<file path="src/rtl/finite_state_machine_if.sv">
// Bus between the SPI slave datapath and its control FSM.
// Groups the conditioned SPI strobes, the shift-register taps and
// the FSM's control outputs.
//   master modport : drives cs/sclk_pos/sclk_neg/sr_pout/sr_sout and
//                    observes the strobes, address and miso_q
//   slave modport  : the FSM side (finite_state_machine)
interface finite_state_machine_if #(
  parameter int ADDR_W = 8
);
  logic              cs;
  logic              sclk_pos;
  logic              sclk_neg;
  logic [ADDR_W-1:0] sr_pout;
  logic              sr_sout;
  logic              sr_we;
  logic              dm_we;
  logic              addr_we;
  logic              miso_en;
  logic [ADDR_W-1:0] address;
  logic              miso_q;

  modport master (
    output cs, sclk_pos, sclk_neg, sr_pout, sr_sout,
    input  sr_we, dm_we, addr_we, miso_en, address, miso_q
  );

  modport slave (
    input  cs, sclk_pos, sclk_neg, sr_pout, sr_sout,
    output sr_we, dm_we, addr_we, miso_en, address, miso_q
  );
endinterface

</file>
<file path="src/rtl/finite_state_machine.sv">
// SPI slave transaction controller.
// Receives an address byte (bit 0 = read flag), then either shifts a
// data byte out on MISO (read) or collects one and strobes the data
// memory (write). Raising cs aborts any transaction.
// Ports:
//   clk   : system clock, rising edge
//   rst_n : asynchronous active-low reset
//   bus   : finite_state_machine_if.slave
//           in : cs (active-low), sclk_pos, sclk_neg, sr_pout, sr_sout
//           out: sr_we, dm_we, addr_we, miso_en, address, miso_q
module finite_state_machine #(
  parameter int ADDR_W     = 8,
  parameter int FRAME_BITS = 8
) (
  input  logic                  clk,
  input  logic                  rst_n,
  finite_state_machine_if.slave bus
);

  localparam int CNT_W = $clog2(FRAME_BITS + 1);
  localparam logic [CNT_W-1:0] CNT_FULL = CNT_W'(FRAME_BITS);

  typedef enum logic [2:0] {
    IDLE,
    GET_ADDR,
    GOT_ADDR,
    READ_LOAD,
    READ_SHIFT,
    WRITE_GET,
    WRITE_STORE,
    DONE
  } state_t;

  state_t            state;
  logic [CNT_W-1:0]  bit_cnt;
  logic              sr_we;
  logic              dm_we;
  logic              addr_we;
  logic              miso_en;
  logic [ADDR_W-1:0] address;
  logic              miso_q;

  // Outputs are registered alongside the state: each transition sets the
  // strobe belonging to the state being entered, so every output equals
  // a decode of the current state. A counter-complete cycle never
  // increments, so a coincident sclk_pos is dropped rather than carried.
  always_ff @(posedge clk or negedge rst_n) begin
    if (!rst_n) begin
      state   <= IDLE;
      bit_cnt <= '0;
      sr_we   <= 1'b0;
      dm_we   <= 1'b0;
      addr_we <= 1'b0;
      miso_en <= 1'b0;
    end else begin
      sr_we   <= 1'b0;
      dm_we   <= 1'b0;
      addr_we <= 1'b0;
      miso_en <= 1'b0;
      if (bus.cs) begin
        state   <= IDLE;
        bit_cnt <= '0;
      end else begin
        case (state)
          IDLE: begin
            state   <= GET_ADDR;
            bit_cnt <= CNT_W'(bus.sclk_pos);
          end
          GET_ADDR: begin
            if (bit_cnt == CNT_FULL) begin
              state   <= GOT_ADDR;
              bit_cnt <= '0;
              addr_we <= 1'b1;
            end else if (bus.sclk_pos) begin
              bit_cnt <= bit_cnt + 1'b1;
            end
          end
          GOT_ADDR: begin
            bit_cnt <= '0;
            if (bus.sr_pout[0]) begin
              state <= READ_LOAD;
              sr_we <= 1'b1;
            end else begin
              state <= WRITE_GET;
            end
          end
          READ_LOAD: begin
            state   <= READ_SHIFT;
            bit_cnt <= '0;
            miso_en <= 1'b1;
          end
          READ_SHIFT: begin
            if (bit_cnt == CNT_FULL) begin
              state   <= DONE;
              bit_cnt <= '0;
            end else begin
              miso_en <= 1'b1;
              if (bus.sclk_pos) begin
                bit_cnt <= bit_cnt + 1'b1;
              end
            end
          end
          WRITE_GET: begin
            if (bit_cnt == CNT_FULL) begin
              state   <= WRITE_STORE;
              bit_cnt <= '0;
              dm_we   <= 1'b1;
            end else if (bus.sclk_pos) begin
              bit_cnt <= bit_cnt + 1'b1;
            end
          end
          WRITE_STORE: begin
            state   <= DONE;
            bit_cnt <= '0;
          end
          DONE: begin
            state <= DONE;
          end
          default: begin
            state   <= IDLE;
            bit_cnt <= '0;
          end
        endcase
      end
    end
  end

  // The address latch captures the shift register while addr_we is high
  // and otherwise holds, so it survives across transactions.
  always_ff @(posedge clk or negedge rst_n) begin
    if (!rst_n) begin
      address <= '0;
    end else if (addr_we) begin
      address <= bus.sr_pout;
    end
  end

  // MISO is retimed on the SPI falling edge so the tristate buffer sees
  // a stable bit for the master's next rising edge.
  always_ff @(posedge clk or negedge rst_n) begin
    if (!rst_n) begin
      miso_q <= 1'b0;
    end else if (bus.sclk_neg) begin
      miso_q <= bus.sr_sout;
    end
  end

  assign bus.sr_we   = sr_we;
  assign bus.dm_we   = dm_we;
  assign bus.addr_we = addr_we;
  assign bus.miso_en = miso_en;
  assign bus.address = address;
  assign bus.miso_q  = miso_q;

endmodule

</file>
<file path="src/flat_wrapper.sv">
// flat-port wrapper written by rule: the top's interface ports become plain ports
module finite_state_machine_flat 
#(
  parameter int ADDR_W     = 8,
  parameter int FRAME_BITS = 8
)
  (clk, rst_n, bus_cs, bus_sclk_pos, bus_sclk_neg, bus_sr_pout, bus_sr_sout, bus_sr_we, bus_dm_we, bus_addr_we, bus_miso_en, bus_address, bus_miso_q);
  finite_state_machine_if #(.ADDR_W(ADDR_W)) bus_i ();
  input  logic clk;
  input  logic rst_n;
  input wire logic [$bits(bus_i.cs)-1:0] bus_cs;
  input wire logic [$bits(bus_i.sclk_pos)-1:0] bus_sclk_pos;
  input wire logic [$bits(bus_i.sclk_neg)-1:0] bus_sclk_neg;
  input wire logic [$bits(bus_i.sr_pout)-1:0] bus_sr_pout;
  input wire logic [$bits(bus_i.sr_sout)-1:0] bus_sr_sout;
  output wire logic [$bits(bus_i.sr_we)-1:0] bus_sr_we;
  output wire logic [$bits(bus_i.dm_we)-1:0] bus_dm_we;
  output wire logic [$bits(bus_i.addr_we)-1:0] bus_addr_we;
  output wire logic [$bits(bus_i.miso_en)-1:0] bus_miso_en;
  output wire logic [$bits(bus_i.address)-1:0] bus_address;
  output wire logic [$bits(bus_i.miso_q)-1:0] bus_miso_q;
  assign bus_i.cs = bus_cs;
  assign bus_i.sclk_pos = bus_sclk_pos;
  assign bus_i.sclk_neg = bus_sclk_neg;
  assign bus_i.sr_pout = bus_sr_pout;
  assign bus_i.sr_sout = bus_sr_sout;
  assign bus_sr_we = bus_i.sr_we;
  assign bus_dm_we = bus_i.dm_we;
  assign bus_addr_we = bus_i.addr_we;
  assign bus_miso_en = bus_i.miso_en;
  assign bus_address = bus_i.address;
  assign bus_miso_q = bus_i.miso_q;
  finite_state_machine #(.ADDR_W(ADDR_W), .FRAME_BITS(FRAME_BITS)) u_core (.clk(clk), .rst_n(rst_n), .bus(bus_i));
endmodule
</file>
<file path="config.mk">
export PLATFORM = sky130hd
export DESIGN_NAME = finite_state_machine_flat
export DESIGN_NICKNAME = d
export VERILOG_FILES = /design/src/rtl/finite_state_machine_if.sv /design/src/rtl/finite_state_machine.sv /design/src/flat_wrapper.sv
export SDC_FILE = /design/constraint.sdc
export NUM_CORES = 1
export LEC_CHECK = 0
export CAP_MARGIN = 20
export CELL_PAD_IN_SITES_DETAIL_PLACEMENT = 2
export CELL_PAD_IN_SITES_GLOBAL_PLACEMENT = 2
export CORE_ASPECT_RATIO = 1.75
export CORE_MARGIN = 8
export CORE_UTILIZATION = 29
export DETAILED_ROUTE_END_ITERATION = 8
export PLACE_DENSITY_LB_ADDON = 0.1
export REMOVE_ABC_BUFFERS = 1
export SLEW_MARGIN = 40
export SYNTH_ARGS = -nofsm -noshare
export SYNTH_HDL_FRONTEND = slang
export SYNTH_SLANG_ARGS = --single-unit
</file>
<file path="constraint.sdc">
create_clock -name clk -period 2 [get_ports clk]
set_clock_uncertainty 0.1 [all_clocks]
set_input_delay 0.2 -clock clk [delete_from_list [all_inputs] [get_ports clk]]
set_output_delay 0.2 -clock clk [all_outputs]
set_load 0.02 [all_outputs]
</file>
* After elaboration in Yosys (flattened, before gate mapping)
Cells that the tools add are included.
Storage, ports and cells: register bits 20, output and inout port bits 13, input bits 14
Cells by class: reduce and logical (&&, ||, !) cells 7, add/sub/neg operators 1, muxes and demuxes 21, equality and inequality tests 12
Operators by type and width (count):
- case mux 3 bit (7 select lines) | 1
- 2-to-1 mux 3 bit | 5
- == test 3 bit, second input constant | 4
- 2-to-1 mux 4 bit | 3
- case mux 4 bit (3 select lines) | 1
- 2-to-1 mux 1 bit | 10
- inequality test 3 x 2 -> 1 bit, second input constant | 3
- == test 3 x 2 -> 1 bit, second input constant | 2
- OR reduction 3 bit | 2
- adder 4 x 1 -> 4 bit, second input constant | 1
- == test 4 bit, second input constant | 1
- inequality test 4 x 1 -> 1 bit, second input constant | 1
- nonzero test 4 bit | 1
- == test 3 x 1 -> 1 bit, second input constant | 1
- zero test 3 bit | 1
- AND reduction 3 bit | 1
- case mux 1 bit (2 select lines) | 1
- AND reduction 2 bit | 1
- OR reduction 2 bit | 1

* Logic depth before layout (Yosys ltp)
Gate-level depths: netlist of run 1.
depth after elaboration 5, mapped depth 7

* Least setup slack after synthesis of run 1
Ideal clock, no wire load.
kind reg-to-reg, start point register u_core.bit_cnt[0], end point register u_core.bit_cnt[1], arrival 1.549 ns, required time 1.822 ns, cell stages (with the launch flop) 8, setup slack 0.273 ns, period minus slack after synthesis 1.727 ns, library setup time 0.078 ns, cell sequence dfrtp_1 inv_1 ha_1 and3b_1 buf_4 o31ai_1 or4b_1 a21oi_1
Between the ends: word-level cells in the longest chain between the ends 5
Ends and longest elaborated chain:
- start, declared | line finite_state_machine.sv:35 | logic [CNT_W-1:0] bit_cnt;
- start signal, assigned | line finite_state_machine.sv:67 | bit_cnt <= CNT_W'(bus.sclk_pos);
- start signal, assigned | line finite_state_machine.sv:75 | bit_cnt <= bit_cnt + 1'b1;
- start signal, assigned | line finite_state_machine.sv:99 | bit_cnt <= bit_cnt + 1'b1;
- adder 4 x 1 -> 4 bit | line finite_state_machine.sv:75, finite_state_machine.sv:99, finite_state_machine.sv:109
- 2-to-1 mux 4 bit | line finite_state_machine.sv:74, finite_state_machine.sv:98, finite_state_machine.sv:108
- 2-to-1 mux 4 bit | line finite_state_machine.sv:93 | if (bit_cnt == CNT_FULL) begin
- case mux 4 bit (3 select lines) | line finite_state_machine.sv:64 | case (state)
- 2-to-1 mux 4 bit | line finite_state_machine.sv:60 | if (bus.cs) begin
Parallel ways exist; a longest one is shown, timed or not. The select of a mux whose other input is x is not followed. A chain may end at the register's enable or synchronous reset.

* Worst setup path after layout of run 1
start point register u_core.bit_cnt[0], end point register u_core.bit_cnt[2]
The elaborated chain is that of the path after synthesis.

==> summary.txt, run 1 <==
Place
  • # port buffers: 26
  • RD Place Congestion: 0.714
  • Final HPWL DP: 2140 µm

Synth
  • Synth unique cells: 30
  • Portion of netlist area occupied by mux cells: 0.105
  • Syn Area/Cell: 11.1 µm²
  • Number of enable flip-flop cells after synthesis: 0
  • Synth Area in Simple Gates: 0.171
  • Synth Flop Type: dfrtp_1
  • Post-synthesis compound-gate area fraction: 0.131
  • Ys async rst share: 1.00
  • Seq/Total Area, Yosys: 0.517
  • Synth warn: 0
  • Xor/xnor share of the synthesized area: 0
  • Synth area leader: dfrtp_1
  • Synth Instances: 87
  • Largest family of logic cells by synthesized area: simple AND/OR/NAND/NOR gates
  • Post-synthesis cell area: 967 µm²
  • Cells taking the most area after synthesis: dfrtp_1 52%, mux2_2 10%, a21oi_1 3.6%
  • Yosys top cell area share: 0.517
  • Adder-cell share of the synthesized area: 0.0259
  • Yosys reg bits: 20

Setup path
  • R2r startpoint: u_core.bit_cnt[0]$_DFFE_PN0P_
  • Critical Path Source: u_core.bit_cnt[0]$_DFFE_PN0P_
  • R2r setup slk: 120 ps
  • WP data required: 2080 ps
  • Critical path cell sequence: inv_1 > ha_1 > and4bb_2 > a2111oi_4 > or4_1 > a21oi_1
  • CP Max Fanout: 4
  • Worst setup EP type: register
  • Reg2Reg Depth: 6
  • Crit path to: u_core.bit_cnt[2]$_DFFE_PN0P_
  • Worst r2r dst: u_core.bit_cnt[2]$_DFFE_PN0P_
  • CP Class: register to register
  • CP peak stage delay: 490 ps
  • Crit path DAT: 1950 ps
  • Element type at the critical path start: register
  • Worst path slowest cell: or4_1

Power and ir drop
  • Leakage power figure: 0.558 nW
  • Pwr/cell area: 680 mW/mm²
  • Final Power: 0.937 mW
  • Worst VDD drop: 0.339 mV

Detailed routing
  • Via density: 4.92
  • Drt pass-1 iters: 2
  • ANT nets after route: 0
  • Met3 WL: 209 µm
  • Met2 wire length: 1500 µm
  • Max Used Layer: met4
  • Via count: 792
  • Post-Route WL: 2710 µm
  • DR WL/cell: 16.8 µm
  • Starting DRT DRC Count: 16
  • DR DRC count: 0
  • DRT met1 WL: 957 µm

Run
  • Max Cap Viol: 0

Clocking
  • H-tree depth: 1
  • Clock-pin slew on the worst setup and hold paths: 80 ps
  • CTS Buffer Depth: 2
  • CTS Hold Bufs: 0
  • CTS root buffer: clkbuf_8
  • Clock sink total: 20
  • Worst skew pair latency: 260 ps
  • TritonCTS clock tree: built
  • Setup bufs post-CTS: 0
  • CTS buffer count: 3

STA
  • Fmax: 533 MHz
  • Worst slew margin: 0.686
  • Fin. Hold Viols: 0
  • Setup TNS: 0 ps
  • Final setup vio count: 0
  • Slew Viols, Final: 0
  • Post-layout minimum cycle time: 1880 ps
  • RSZ-0062 raised after global routing: false
  • Fin crit share: 0.938
  • Worst hold slack: 178 ps
  • Worst slew pin tran: 470 ps

Floorplan
  • I/O pins: 27
  • Die Span Y: 92.4 µm
  • Core area: 0.00329 mm²
  • FP Rows: 28
  • Die width: 59.7 µm
  • Starting Density: 0.294
  • Die Area: 0.00551 mm²

Global routing
  • First-pass GRT wire length: 4650 µm
  • Gr ovfl total: 0
  • Pin count of the biggest net entering global routing: 21
  • Tot GR Track Use: 0.109
  • Vias in the first global route: 949
  • Initial antenna violation count: 0

Cells and area
  • Most frequent cells in the layout: 26 x clkdlybuf4s50_1, 20 x dfrtp_1, 9 x mux2_2
  • Commonest non-fill, non-tap cell in the layout: clkdlybuf4s50_1
  • Antenna diode count: 0
  • Fin util: 0.419
  • Nets@finish: 133
  • Layout cell share with drive strength beyond 1: 0.190
  • Layout Area Growth over Synthesis: 42.6%
  • Fillers: 380

Status
  • Status: completed

Hold path
  • HP Class: input pin to async pin
## worst min-delay path by stage
stage,start,to,slack (ps),depth (start not counted)
after floorplan,rst_n,u_core.bit_cnt[0]$_DFFE_PN0P_,-200,0
after global placement,u_core.bus.address[3]$_DFFE_PN0P_,u_core.bus.address[3]$_DFFE_PN0P_,390,1
after detailed placement,u_core.bus.address[5]$_DFFE_PN0P_,u_core.bus.address[5]$_DFFE_PN0P_,400,1
after CTS,rst_n,u_core.bus.address[3]$_DFFE_PN0P_,190,2
after global routing,rst_n,u_core.bus.address[3]$_DFFE_PN0P_,190,2
final,rst_n,u_core.bus.address[3]$_DFFE_PN0P_,180,2
## area by class of cell
class                   count  area (µm²)  share of cell area
well taps                  45        56.3              0.0408
repair buffers             31         298               0.216
clock inverters             1        30.0              0.0218
multi-input cells          55         430               0.312
clock buffers               3        41.3              0.0299
flip-flops and latches     20         500               0.363
inverters                   6        22.5              0.0163
## metrics by stage
stage,setup WS [ps],cells,area [µm²]
finish,125,161,1380
global route,3.90,161,1380
CTS,48.1,161,1370
detailed placement,67.5,157,1290
global placement,212,157,1290
floorplan,239,81,941
## per-layer routing
layer | vias up | track usage
li1 | 369 | -
met1 | 395 | 0.108
met2 | 24 | 0.195
met3 | 4 | 0.0319
met4 | 0 | 0.0541
met5 | - | 0
## where the power goes
group	switching (mW)	internal (mW)
clock network	0.136	0.267
logic	0.0489	0.0575
registers	0.0101	0.417
total	0.195	0.742
## what timing repair did
action / CTS / global route
hold endpoints to repair: 0 / 0
setup endpoints to repair: 0 / 2
gates resized for setup: 0 / 2
## logic make-up after synthesis
family                     after synthesis
adders and majority gates                2
buffers and inverters                   12
and+or+nand+nor                         26
muxes                                    9
DFF                                     20
AOI/OAI and AO/OA                       18
## synth_stat cells, types with 2 or more instances
cell type   n
or4_1       2
nor3_1      2
nand3_1     3
clkbuf_1    4
nor4_1      2
nor2_1      5
nand2_1     2
nor2b_1     2
o31ai_1     3
a21oi_1     7
inv_1       6
nand2b_1    2
dfrtp_1    20
ha_1        2
o2bb2ai_1   2
mux2_2      9
## worst max-delay path, delay by kind of cell (launching register included)
family | cells | cell delay (ps)
flops | 1 | 420
fa+ha+maj | 1 | 160
simple gates | 2 | 780
buf+inv | 1 | 100
compound gates | 2 | 250
## registers in the layout (all words and copies together) (netlist names)
register            cells
u_core.bus.addr_we      1
u_core.bus.address      8
u_core.bus.miso_en      1
u_core.bit_cnt          4
u_core.bus.sr_we        1
u_core.bus.dm_we        1
u_core.bus.miso_q       1
u_core.state            3
No activity file was read; power rests on OpenSTA's default activity.
==> run 2, diff against run 1 <==
CORE_MARGIN = 2   (was 8)
==> summary.txt, run 2 (synthesis gave the netlist of run 1 again) <==
Floorplan
  • Starting Density: 0.305 (+0.0109)
  • I/O pins: 27 (unchanged)
  • Die Span Y: 80.4 µm (-13%)
  • FP Rows: 27 (-3.6%)
  • Core area: 0.00318 mm² (-3.6%)
  • Die width: 47.7 µm (-20%)
  • Die Area: 0.00383 mm² (-30%)

Setup path
  • WP data required: 2080 ps (about the same)
  • Crit path DAT: 1970 ps (+20 ps)
  • Worst path slowest cell: or4_1
  • Critical path cell sequence: inv_1 > ha_1 > and4bb_2 > a2111oi_4 > or4_1 > a21oi_1
  • CP Class: register to register
  • CP peak stage delay: 520 ps (+30 ps)
  • Reg2Reg Depth: 6 (unchanged)
  • R2r startpoint: u_core.bit_cnt[0]$_DFFE_PN0P_
  • Worst r2r dst: u_core.bit_cnt[3]$_DFFE_PN0P_
  • R2r setup slk: 110 ps (about the same)
  • Worst setup EP type: register
  • CP Max Fanout: 4 (unchanged)
  • Element type at the critical path start: register

Power and ir drop
  • Final Power: 0.942 mW (+0.52%)
  • Worst VDD drop: 0.364 mV (+7.5%)
  • Pwr/cell area: 681 mW/mm² (+0.15%)
  • Leakage power figure: 0.564 nW (+1.1%)

Clocking
  • CTS Hold Bufs: 0 (unchanged)
  • Worst skew pair latency: 260 ps (about the same)
  • Clock sink total: 20 (unchanged)
  • CTS Buffer Depth: 2 (unchanged)
  • H-tree depth: 1 (unchanged)
  • CTS root buffer: clkbuf_8
  • TritonCTS clock tree: built
  • Clock-pin slew on the worst setup and hold paths: 80 ps (about the same)
  • CTS buffer count: 3 (unchanged)

STA
  • Final setup vio count: 0 (unchanged)
  • RSZ-0062 raised after global routing: false
  • Post-layout minimum cycle time: 1890 ps (+14.1 ps)
  • Worst slew pin tran: 413 ps (-56.6 ps)
  • Fmax: 529 MHz (-0.74%)
  • Fin worst setup slack: 111 ps (-14.1 ps)
  • Fin crit share: 0.945 (+0.00703)
  • Setup TNS: 0 ps (unchanged)
  • Worst slew margin: 0.722 (+0.0362)
  • Slew Viols, Final: 0 (unchanged)
  • Fin. Hold Viols: 0 (unchanged)

Place
  • # port buffers: 26 (unchanged)
  • Final HPWL DP: 2100 µm (-2.0%)
  • Placed Cells: 154 (-1.9%)
  • Dpl ws: 70.2 ps (+2.67 ps)
  • RD Place Congestion: 0.741 (+3.8%)

Cells and area
  • Commonest non-fill, non-tap cell in the layout: clkdlybuf4s50_1
  • Fin util: 0.436 (+0.0171)
  • Nets@finish: 134 (+0.75%)
  • Layout Area Growth over Synthesis: 43.1%
  • Finished Layout Cells: 160 (-0.62%)
  • Antenna diode count: 0 (unchanged)
  • Largest Register: u_core.bus.address
  • Fillers: 370 (-2.6%)
  • Layout cell share with drive strength beyond 1: 0.197 (+0.00693)
  • Largest regs: u_core.bus.address x8, u_core.bit_cnt x4, u_core.state x3
  • Max reg flops: 8 (unchanged)
  • Most frequent cells in the layout: 26 x clkdlybuf4s50_1, 20 x dfrtp_1, 9 x mux2_2

Run
  • Max Cap Viol: 0 (unchanged)

Global routing
  • Vias in the first global route: 920 (-3.1%)
  • Pin count of the biggest net entering global routing: 21 (unchanged)
  • Initial antenna violation count: 0 (unchanged)
  • Gr ovfl total: 0 (unchanged)
  • First-pass GRT wire length: 4290 µm (-7.7%)
  • Tot GR Track Use: 0.161 (+0.0517)

Status
  • Status: completed

Detailed routing
  • DR WL/cell: 17.0 µm (+1.2%)
  • Via count: 795 (+0.38%)
  • DR DRC count: 0 (unchanged)
  • Starting DRT DRC Count: 4 (-12)
  • Via density: 4.97 (+1.0%)
  • ANT nets after route: 0 (unchanged)
  • Drt pass-1 iters: 2 (unchanged)
  • Post-Route WL: 2720 µm (+0.59%)

Hold path
  • HP Class: input pin to async pin
## run 2: per-stage QoR
step	cell area [µm²]	hold WS [ps]
after floorplan	941	-196
after global placement	1280	390
after detailed placement	1280	396
after CTS	1360	183
after global routing	1380	190
final	1380	178
## run 2: critical path, delay by kind of cell, from the launching register on
kind                       cells  cell delay, ps
AOI/OAI and AO/OA              2             230
adders and majority gates      1             180
buffers and inverters          1             100
DFF                            1             400
and+or+nand+nor                2             810
## run 2: worst max path at each step
stage | from | endpoint | cells past startpoint
detailed placement | u_core.bit_cnt[0]$_DFFE_PN0P_ | u_core.bit_cnt[3]$_DFFE_PN0P_ | 6
global placement | u_core.bit_cnt[0]$_DFFE_PN0P_ | u_core.bit_cnt[1]$_DFFE_PN0P_ | 6
CTS | u_core.bit_cnt[0]$_DFFE_PN0P_ | u_core.bit_cnt[3]$_DFFE_PN0P_ | 6
global route | u_core.bit_cnt[0]$_DFFE_PN0P_ | u_core.bit_cnt[3]$_DFFE_PN0P_ | 6
floorplan | u_core.bit_cnt[0]$_DFFE_PN0P_ | u_core.bit_cnt[1]$_DFFE_PN0P_ | 6
finish | u_core.bit_cnt[0]$_DFFE_PN0P_ | u_core.bit_cnt[3]$_DFFE_PN0P_ | 6
## run 2: cell type report
class | count | area [µm²] | area share
Clock inverter | 1 | 30.0 | 0.0217
Timing Repair Buffer | 32 | 305 | 0.221
Clock buffer | 3 | 41.3 | 0.0298
Sequential cell | 20 | 500 | 0.362
Inverter | 6 | 22.5 | 0.0163
Multi-Input combinational cell | 55 | 430 | 0.311
Tap cell | 43 | 53.8 | 0.0389
## run 2: timing repair
| item | CTS | global route |
|---|---|---|
| setup endpoints to repair | 0 | 2 |
| resized for setup | 0 | 2 |
| buffers inserted | 0 | 2 |
## run 2: per-layer routing
metal | vias to the layer above | global-route usage | wire [µm]
li1 | 374 | - | -
met1 | 399 | 0.144 | 847
met2 | 20 | 0.323 | 1720
met3 | 2 | 0.0247 | 123
met4 | 0 | 0.0568 | 27
met5 | - | 0 | 0
## run 2: power breakdown
part / leakage, nW / internal (mW) / total, mW / switching (mW)
Combinational: 0.263 / 0.0613 / 0.111 / 0.0500
Clock: 0.0357 / 0.267 / 0.403 / 0.137
Sequential: 0.265 / 0.417 / 0.427 / 0.00983
Total: 0.564 / 0.746 / 0.942 / 0.196
==> run 3, diff against run 2 <==
SKIP_LAST_GASP = 1   (was default)
==> results of run 3 <==
Same layout as run 2: the final DEF is identical, and so are final timing and power.
